## src/rtl/types_pkg.sv

```systemverilog
// Shared types for the arithmetic datapath and the controller that time-shares it.
package types_pkg;

    typedef enum logic [1:0] {
        ADD = 2'd0,
        SUB = 2'd1,
        MUL = 2'd2
    } opr_mode_t;

    typedef enum logic [1:0] {
        HALT  = 2'd0,
        RUN   = 2'd1,
        DRAIN = 2'd2
    } ctrl_state_t;

    // Wide enough for the largest supported requester count (8).
    localparam int TAG_ID_W = 3;

    typedef struct packed {
        logic                valid;
        logic [TAG_ID_W-1:0] id;
    } share_tag_t;

endpackage

```

## src/rtl/alu_share_ctrl_rr_arbiter.sv

```systemverilog
// Round-robin arbiter: first asserted request at or after ptr wins, wrapping at NREQ.
module rr_arbiter #(
    parameter int NREQ = 4,
    parameter int IDW  = $clog2(NREQ)
) (
    input  logic [NREQ-1:0] req,
    input  logic [IDW-1:0]  ptr,
    output logic [NREQ-1:0] grant,
    output logic [IDW-1:0]  grant_idx,
    output logic            grant_any
);

    int idx;

    // NOTE: every output gets a default before the search so no path leaves one unassigned (no latch).
    always_comb begin
        grant     = '0;
        grant_idx = '0;
        grant_any = 1'b0;
        idx       = 0;
        for (int i = 0; i < NREQ; i++) begin
            idx = int'(ptr) + i;
            if (idx >= NREQ) begin
                idx = idx - NREQ;
            end
            if (!grant_any && req[idx]) begin
                grant[idx] = 1'b1;
                grant_idx  = IDW'(idx);
                grant_any  = 1'b1;
            end
        end
    end

endmodule

```

## src/rtl/alu_share_ctrl.sv

```systemverilog
// Shares one add_sub_mult datapath among NREQ requesters; results return tagged by requester id.
module alu_share_ctrl
    import types_pkg::*;
#(
    parameter int NREQ    = 4,
    parameter int BITS    = 16,
    parameter int ALU_LAT = 2
) (
    input  logic                              clk,
    input  logic                              rst_n,
    input  logic                              en,
    input  logic [NREQ-1:0]                   req_valid,
    output logic [NREQ-1:0]                   req_ready,
    input  opr_mode_t [NREQ-1:0]              req_op,
    input  logic [NREQ-1:0][BITS/2-1:0]       req_a,
    input  logic [NREQ-1:0][BITS/2-1:0]       req_b,
    output opr_mode_t                         alu_sel,
    output logic [BITS-1:0]                   alu_sw,
    input  logic [BITS-1:0]                   alu_led,
    output logic                              resp_valid,
    output logic [$clog2(NREQ)-1:0]           resp_id,
    output logic [BITS-1:0]                   resp_data,
    output logic                              busy,
    output logic                              idle,
    output logic [15:0]                       op_count
);

    localparam int IDW = $clog2(NREQ);
    localparam int CW  = $clog2(ALU_LAT + 2);

    ctrl_state_t     state;
    logic [IDW-1:0]  rr_ptr;
    logic [NREQ-1:0] grant;
    logic [IDW-1:0]  grant_idx;
    logic            grant_any;
    logic            issue;
    logic [CW-1:0]   inflight;
    logic [CW-1:0]   inflight_next;
    share_tag_t      pipe [ALU_LAT];

    rr_arbiter #(
        .NREQ (NREQ),
        .IDW  (IDW)
    ) u_arb (
        .req       (req_valid),
        .ptr       (rr_ptr),
        .grant     (grant),
        .grant_idx (grant_idx),
        .grant_any (grant_any)
    );

    assign req_ready = grant & {NREQ{en && (state == RUN) && grant_any}};
    assign issue     = |req_ready;
    assign busy      = (inflight != '0);
    assign idle      = (state == HALT);
    assign resp_data = alu_led;

    always_comb begin
        inflight_next = inflight;
        if (issue && !resp_valid) begin
            inflight_next = inflight + CW'(1);
        end else if (!issue && resp_valid) begin
            inflight_next = inflight - CW'(1);
        end
    end

    // Leaving RUN/DRAIN looks at the post-edge in-flight count so idle rises right after the last response.
    always_ff @(posedge clk or negedge rst_n) begin
        if (!rst_n) begin
            state <= HALT;
        end else begin
            case (state)
                HALT:    if (en) state <= RUN;
                RUN:     if (!en) state <= (inflight_next == '0) ? HALT : DRAIN;
                DRAIN: begin
                    if (en) begin
                        state <= RUN;
                    end else if (inflight_next == '0) begin
                        state <= HALT;
                    end
                end
                default: state <= HALT;
            endcase
        end
    end

    // NOTE: the tag pipe is small control state, so it is reset; discarding in-flight tags depends on it.
    always_ff @(posedge clk or negedge rst_n) begin
        if (!rst_n) begin
            for (int i = 0; i < ALU_LAT; i++) begin
                pipe[i] <= '0;
            end
            resp_valid <= 1'b0;
            resp_id    <= '0;
            inflight   <= '0;
            op_count   <= '0;
        end else begin
            pipe[0] <= issue ? share_tag_t'{valid: 1'b1, id: TAG_ID_W'(grant_idx)} : '0;
            for (int i = 1; i < ALU_LAT; i++) begin
                pipe[i] <= pipe[i-1];
            end
            resp_valid <= pipe[ALU_LAT-1].valid;
            resp_id    <= IDW'(pipe[ALU_LAT-1].id);
            inflight   <= inflight_next;
            if (resp_valid) begin
                op_count <= op_count + 16'd1;
            end
        end
    end

    always_ff @(posedge clk or negedge rst_n) begin
        if (!rst_n) begin
            alu_sw  <= '0;
            alu_sel <= ADD;
            rr_ptr  <= '0;
        end else if (issue) begin
            alu_sw  <= {req_b[grant_idx], req_a[grant_idx]};
            alu_sel <= req_op[grant_idx];
            rr_ptr  <= (grant_idx == IDW'(NREQ - 1)) ? '0 : grant_idx + IDW'(1);
        end
    end

endmodule

```

## config.mk

```make
export PLATFORM = sky130hd
export DESIGN_NAME = alu_share_ctrl
export DESIGN_NICKNAME = d
export VERILOG_FILES = /design/src/rtl/types_pkg.sv /design/src/rtl/alu_share_ctrl_rr_arbiter.sv /design/src/rtl/alu_share_ctrl.sv
export SDC_FILE = /design/constraint.sdc
export NUM_CORES = 1
export LEC_CHECK = 0
export ABC_AREA = 1
export ABC_CLOCK_PERIOD_IN_PS = 2500
export CELL_PAD_IN_SITES_DETAIL_PLACEMENT = 1
export CELL_PAD_IN_SITES_GLOBAL_PLACEMENT = 1
export CORE_MARGIN = 10
export CORE_UTILIZATION = 25
export DETAILED_ROUTE_END_ITERATION = 6
export PLACE_DENSITY = 0.81
export SETUP_SLACK_MARGIN = 0.15
export SLEW_MARGIN = 20
export SYNTH_ARGS = -nofsm -noshare
export SYNTH_HDL_FRONTEND = slang
export SYNTH_SLANG_ARGS = --single-unit
export TNS_END_PERCENT = 30
```

## constraint.sdc

```tcl
create_clock -name clk -period 2.5 [get_ports clk]
set_clock_uncertainty 0.1 [all_clocks]
set_input_delay 0.25 -clock clk [delete_from_list [all_inputs] [get_ports clk]]
set_output_delay 0.25 -clock clk [all_outputs]
set_load 0.05 [all_outputs]
```

Word-level counts from Yosys, hierarchy flattened
Cells that the tools add are included.

Bits of input ports: 95. Logic and storage cells: 119. Bits in registers: 49. Output and inout port bits: 59.

Magnitude comparators: 13. Bitwise gates (word level): 4. Reductions and logical operators: 21. Mux-type cells: 52. $add $sub $neg: 11. Equal/unequal tests: 6.

Operator list (count): $ge 32x1->1 const B (4); $lt 32x4->1 const B (4); $mux 32 (4); $ge 32x4->1 const B (3); $sub 32x4->32 const B (3); $bmux 8 s2 (2); $mux 2 (13); $mux 4 (5); $add 16x1->16 const B (1); $mux 1 (16); $mux 8 (2); $or 4x4->4 (3); $logic_and 1x1->1 (11); $bmux 1 s2 (4); $demux 1 s2 (4); $add 2x2->3 const B (2); $pmux 2 s3 (1); $logic_not 1->1 (5); $add 2x1->2 const B (2); $and 4x4->4 (1); $bmux 2 s2 (1); $eq 2x2->1 const B (2); $logic_not 2->1 (2); $ne 2x2->1 const B (2); other kinds (10) (10).

Longest topological paths before layout
Gate-level depths: netlist (run 1).

Depth after elaboration: 26. Mapped depth: 20. Mapped depth without buffers: 19.

Modules after synthesis
Synthesis (run 1) repeated with hierarchy kept, for this count alone.

Cell total of the unflattened synthesis: 419. Area total of the unflattened synthesis: 3150.5 sq um.

By module, submodules not included: alu_share_ctrl (cells each 342, area an instance 2672.6 sq um, times used 1); rr_arbiter (cells each 77, area an instance 478.0 sq um, times used 1).

Worst setup path before layout (run 1)
No wires, ideal clock.

Path type: register to register. From: reg (tool-made name). To: reg state[1]. Buffers on the path: 1. Data arrival time: 2.238 ns. Cell stages (with the launch flop): 21. Setup slack: 0.047 ns. Cells stage by stage: dfrtp_1 -> inv_2 -> ha_1 -> inv_1 -> nand2_1 -> nand2_2 -> nor2_4 -> buf_6 -> nand2_2 -> o21ai_2 -> inv_2 -> nand2_2 -> nand2_2 -> inv_2 -> nand2_2 -> nand2_1 -> nand2_1 -> nand2_1 -> nand2_2 -> nor2_1 -> nor2_1.

RTL lines: end signal: assignment (line alu_share_ctrl.sv:74) `RUN: if (!en) state <= (inflight_next == '0) ? HALT : DRAIN;`; end: declaration (line alu_share_ctrl.sv:31) `ctrl_state_t state;`.

==> results of run 1 <==
==> synth_stat cells, drive strengths merged <==
master / n / area (sq um)
xor2: 9 / 78.83
nor3: 2 / 10.01
nor2: 62 / 250.2
inv: 41 / 153.9
nand2: 84 / 360.4
nor3b: 1 / 7.510
buf: 31 / 240.2
xnor2: 6 / 52.55
a21boi: 5 / 37.54
o22ai: 8 / 50.05
ha: 7 / 87.58
a21oi: 16 / 83.83
clkbuf: 1 / 3.750
a31oi: 10 / 62.56
dfrtp: 49 / 1226
nand3: 18 / 100.1
nand4: 8 / 50.05
o21ai: 42 / 214.0
==> cell usage in the layout, fill, tap and decap left out, types with 8 or more instances in the layout <==
cell / Yosys / final
nand2_4: 0 / 8
xor2_1: 9 / 9
nor2_1: 59 / 55
a31oi_1: 10 / 10
nand3_2: 2 / 8
nand4_1: 8 / 8
nand3_1: 16 / 10
inv_2: 7 / 8
o22ai_1: 8 / 8
a21oi_1: 15 / 14
o21ai_1: 15 / 24
buf_4: 19 / 19
inv_1: 34 / 28
nand2_1: 66 / 51
o21ai_0: 26 / 16
buf_12: 0 / 11
clkdlybuf4s50_1: 0 / 116
nand2_2: 18 / 25
dfrtp_1: 49 / 46
==> critical path: stages, from the launching register on <==
cell     delay [ns]
dfrtp_2        0.39
inv_4          0.06
ha_4           0.30
inv_4          0.05
nand2_2        0.06
nand2_2        0.07
nor2_4         0.16
buf_12         0.13
nand4_1        0.10
nand3_2        0.14
nand2_2        0.09
buf_6          0.13
inv_4          0.04
buf_12         0.12
==> state kept, by name, indices dropped and copies added, names as in the netlist, named ones only <==
signal	cells
alu_sw	16
op_count	16
pipe	6
alu_sel	2
inflight	2
resp_id	2
state	2
resp_valid	1
rr_ptr	1
==> power by group <==
group | switching (W) | total [W] | internal (W)
logic | 0.00351 | 0.00596 | 0.00245
registers | 0.000183 | 0.00126 | 0.00107
clock network | 0.000308 | 0.000684 | 0.000376
total | 0.00400 | 0.00790 | 0.00390
==> area by class of cell <==
cell class | instances | share of cell area
Timing Repair Buffer | 155 | 0.3288
Multi-Input combinational cell | 278 | 0.3233
Sequential cell | 49 | 0.2469
Tap cell | 147 | 0.03693
Inverter | 41 | 0.03391
Clock buffer | 5 | 0.02512
Clock inverter | 3 | 0.005024
==> metrics by stage <==
step	setup WS, ns	TNS [ns]
after CTS	0.05841	0
final	0.02696	0
after global routing	-0.07128	-0.3702
after global placement	-0.007504	-0.007504
after floorplan	0.1880	0
after detailed placement	-0.08313	-0.7888
==> logic make-up (layout without fill, tap and decap cells) <==
| family | count (synthesis) | after routing |
|---|---|---|
| AND/OR/NAND/NOR | 175 | 175 |
| AO/OA/AOI/OAI | 81 | 81 |
| buffers and inverters | 73 | 204 |
| flip-flops | 49 | 49 |
| XOR/XNOR | 15 | 15 |
| adder cells (fa/ha/maj) | 7 | 7 |
==> what timing repair did <==
item	CTS	global route
pin swaps	8	25
buffers inserted	5	8
gates cloned	1	0
endpoints found under the hold margin	23	0
resized for setup	29	49
hold buffers	1	0
endpoints found under the setup margin	27	30
==> how the worst max path moves through the flow <==
stage | from | to | slack [ns] | cells past startpoint
2_1_floorplan | resp_valid | op_count[15] | 0.19 | 10
3_3_place_gp | req_valid[3] | state[1] | -0.008 | 16
3_5_place_dp | req_valid[3] | state[1] | -0.08 | 20
4_1_cts | flop | req_ready[3] | 0.06 | 13
5_1_grt | flop | req_ready[3] | -0.07 | 13
6_report | flop | req_ready[2] | 0.03 | 13
==> layer usage <==
layer  GRT usage  vias to the layer above  wire length (um)  share of wire
li1            -                     1539                 -              -
met1      0.1328                     1479              4262           0.39
met2      0.2257                       88              5792           0.53
met3     0.04512                       22               780          0.071
met4     0.02681                        0               172          0.016
met5           0                        -                 0              0
==> reports/qor.txt, run 1 <==
Max Cap Viol: 0
Vias in the first global route: 3467
Clock Latency Late Sink: 0.28 ns
Multi-input gate area in the final layout: 1610 sq um
Antenna Diode Count: 0
Layout cells sized above 1: 0.2185
# rows: 40
H-tree levels: 2
Total track usage: 0.1235
Compound-Gate Fraction of Synth Area: 0.1459
Hold Path End: pipe[3]
Final Setup Violations: 0
DP Area: 4476 sq um
Crit path launch type: flop
CTS buffer count: 5
Hold Crit Class: flop to flop
Fin crit period: 2.473 ns
Maximum clock rate: 0.4044 GHz
Vias/cell: 4.614
First-pass GRT wire length: 17240 um
Final hold violation count: 0
CTS tree: done
Mux share of post-synthesis cell area: 0
DRT antenna net count: 0
Routed wire length: 11010 um
Die Width: 130.8 um
Max Slew Vio Count: 0
Least-Margin Pin Slew: 0.5459 ns
Placed cells: 655
Antenna violations before repair: 0
Reg2reg end: state[1]
Final Cycle Share: 0.9892
PwrDens: 1585 nW/um^2
Syn Inst Count: 400
Core Area: 12010 sq um
CTS clk-pin slew, worst paths: 0.07 ns
RSZ-0062 raised after global routing: true
Initial core utilization: 0.2555
Main combinational cell family by area after synthesis: simple AND/OR/NAND/NOR gates
Netlist Area Pre-Place: 3069 sq um
Crit path kind: flop to primary output
Crit Path Max Fanout: 5
Placer Congestion: 0.8133
DR iter-0 viols: 115
Avg WL per Cell: 16.23 um
Worst Path Required: 2.15 ns
Net count after synthesis: 502
Worst hold start: pipe[7]
Rel. slew slack: 0.6349
Hold WS: 0.2452 ns
DRC viols: 0
Fin util: 0.4147
Hold Path Depth: 0
CTS sink count: 49
Nets: 632
Syn avg cell area: 7.673 sq um
WP data arrival: 2.12 ns
Vias: 3128
Register Area: 1230 sq um
IO Port Bufs: 121
Final cell count without fillers: 678
Synth Area in Adders: 0.02854
Worst Setup End Kind: primary output
Die ar.: 17110 sq um
Fillcell total: 1433
Post-synthesis xor/xnor area fraction: 0.04280
Worst r2r path cells: 19
Status: finished, final reports clean
Post-Synth Simple-Gate Area: 0.2536
Largest net degree at the start of global routing: 47
Sequential area share after synthesis: 0.3995
Post-route cell area: 4981 sq um
Vert. Die Dim: 130.8 um
Leakage power: 2.271 nW
Area Growth Syn to Fin: 62.29%
Root buffer cell: clkbuf_16
Synth warnings: 0
DRT Pass-1 Iters: 4
Top Ports: 154
Register-to-register setup slack: 0.07 ns
Total grt overflow: 0
Detail Placement HPWL: 8728 um
Number of synthesized register bits: 49
Clock tree buffer depth: 2
Total power: 0.007897 W
Number of library cell types mapped by synthesis: 28
Maximum VDD drop: 0.0006565 V
Power figures use the tool's default switching activity.
==> inputs of run 2 (changes only) <==
--- a/config.mk
+++ b/config.mk
@@ -11,7 +11,9 @@
 export CELL_PAD_IN_SITES_GLOBAL_PLACEMENT = 1
 export CORE_MARGIN = 10
 export CORE_UTILIZATION = 25
+export CTS_CLUSTER_DIAMETER = 60
 export DETAILED_ROUTE_END_ITERATION = 6
+export HOLD_SLACK_MARGIN = 0.02
 export PLACE_DENSITY = 0.81
 export SETUP_SLACK_MARGIN = 0.15
 export SLEW_MARGIN = 20
==> results of run 2 <==
The final DEF is identical to that of run 1; final timing and power are the same.
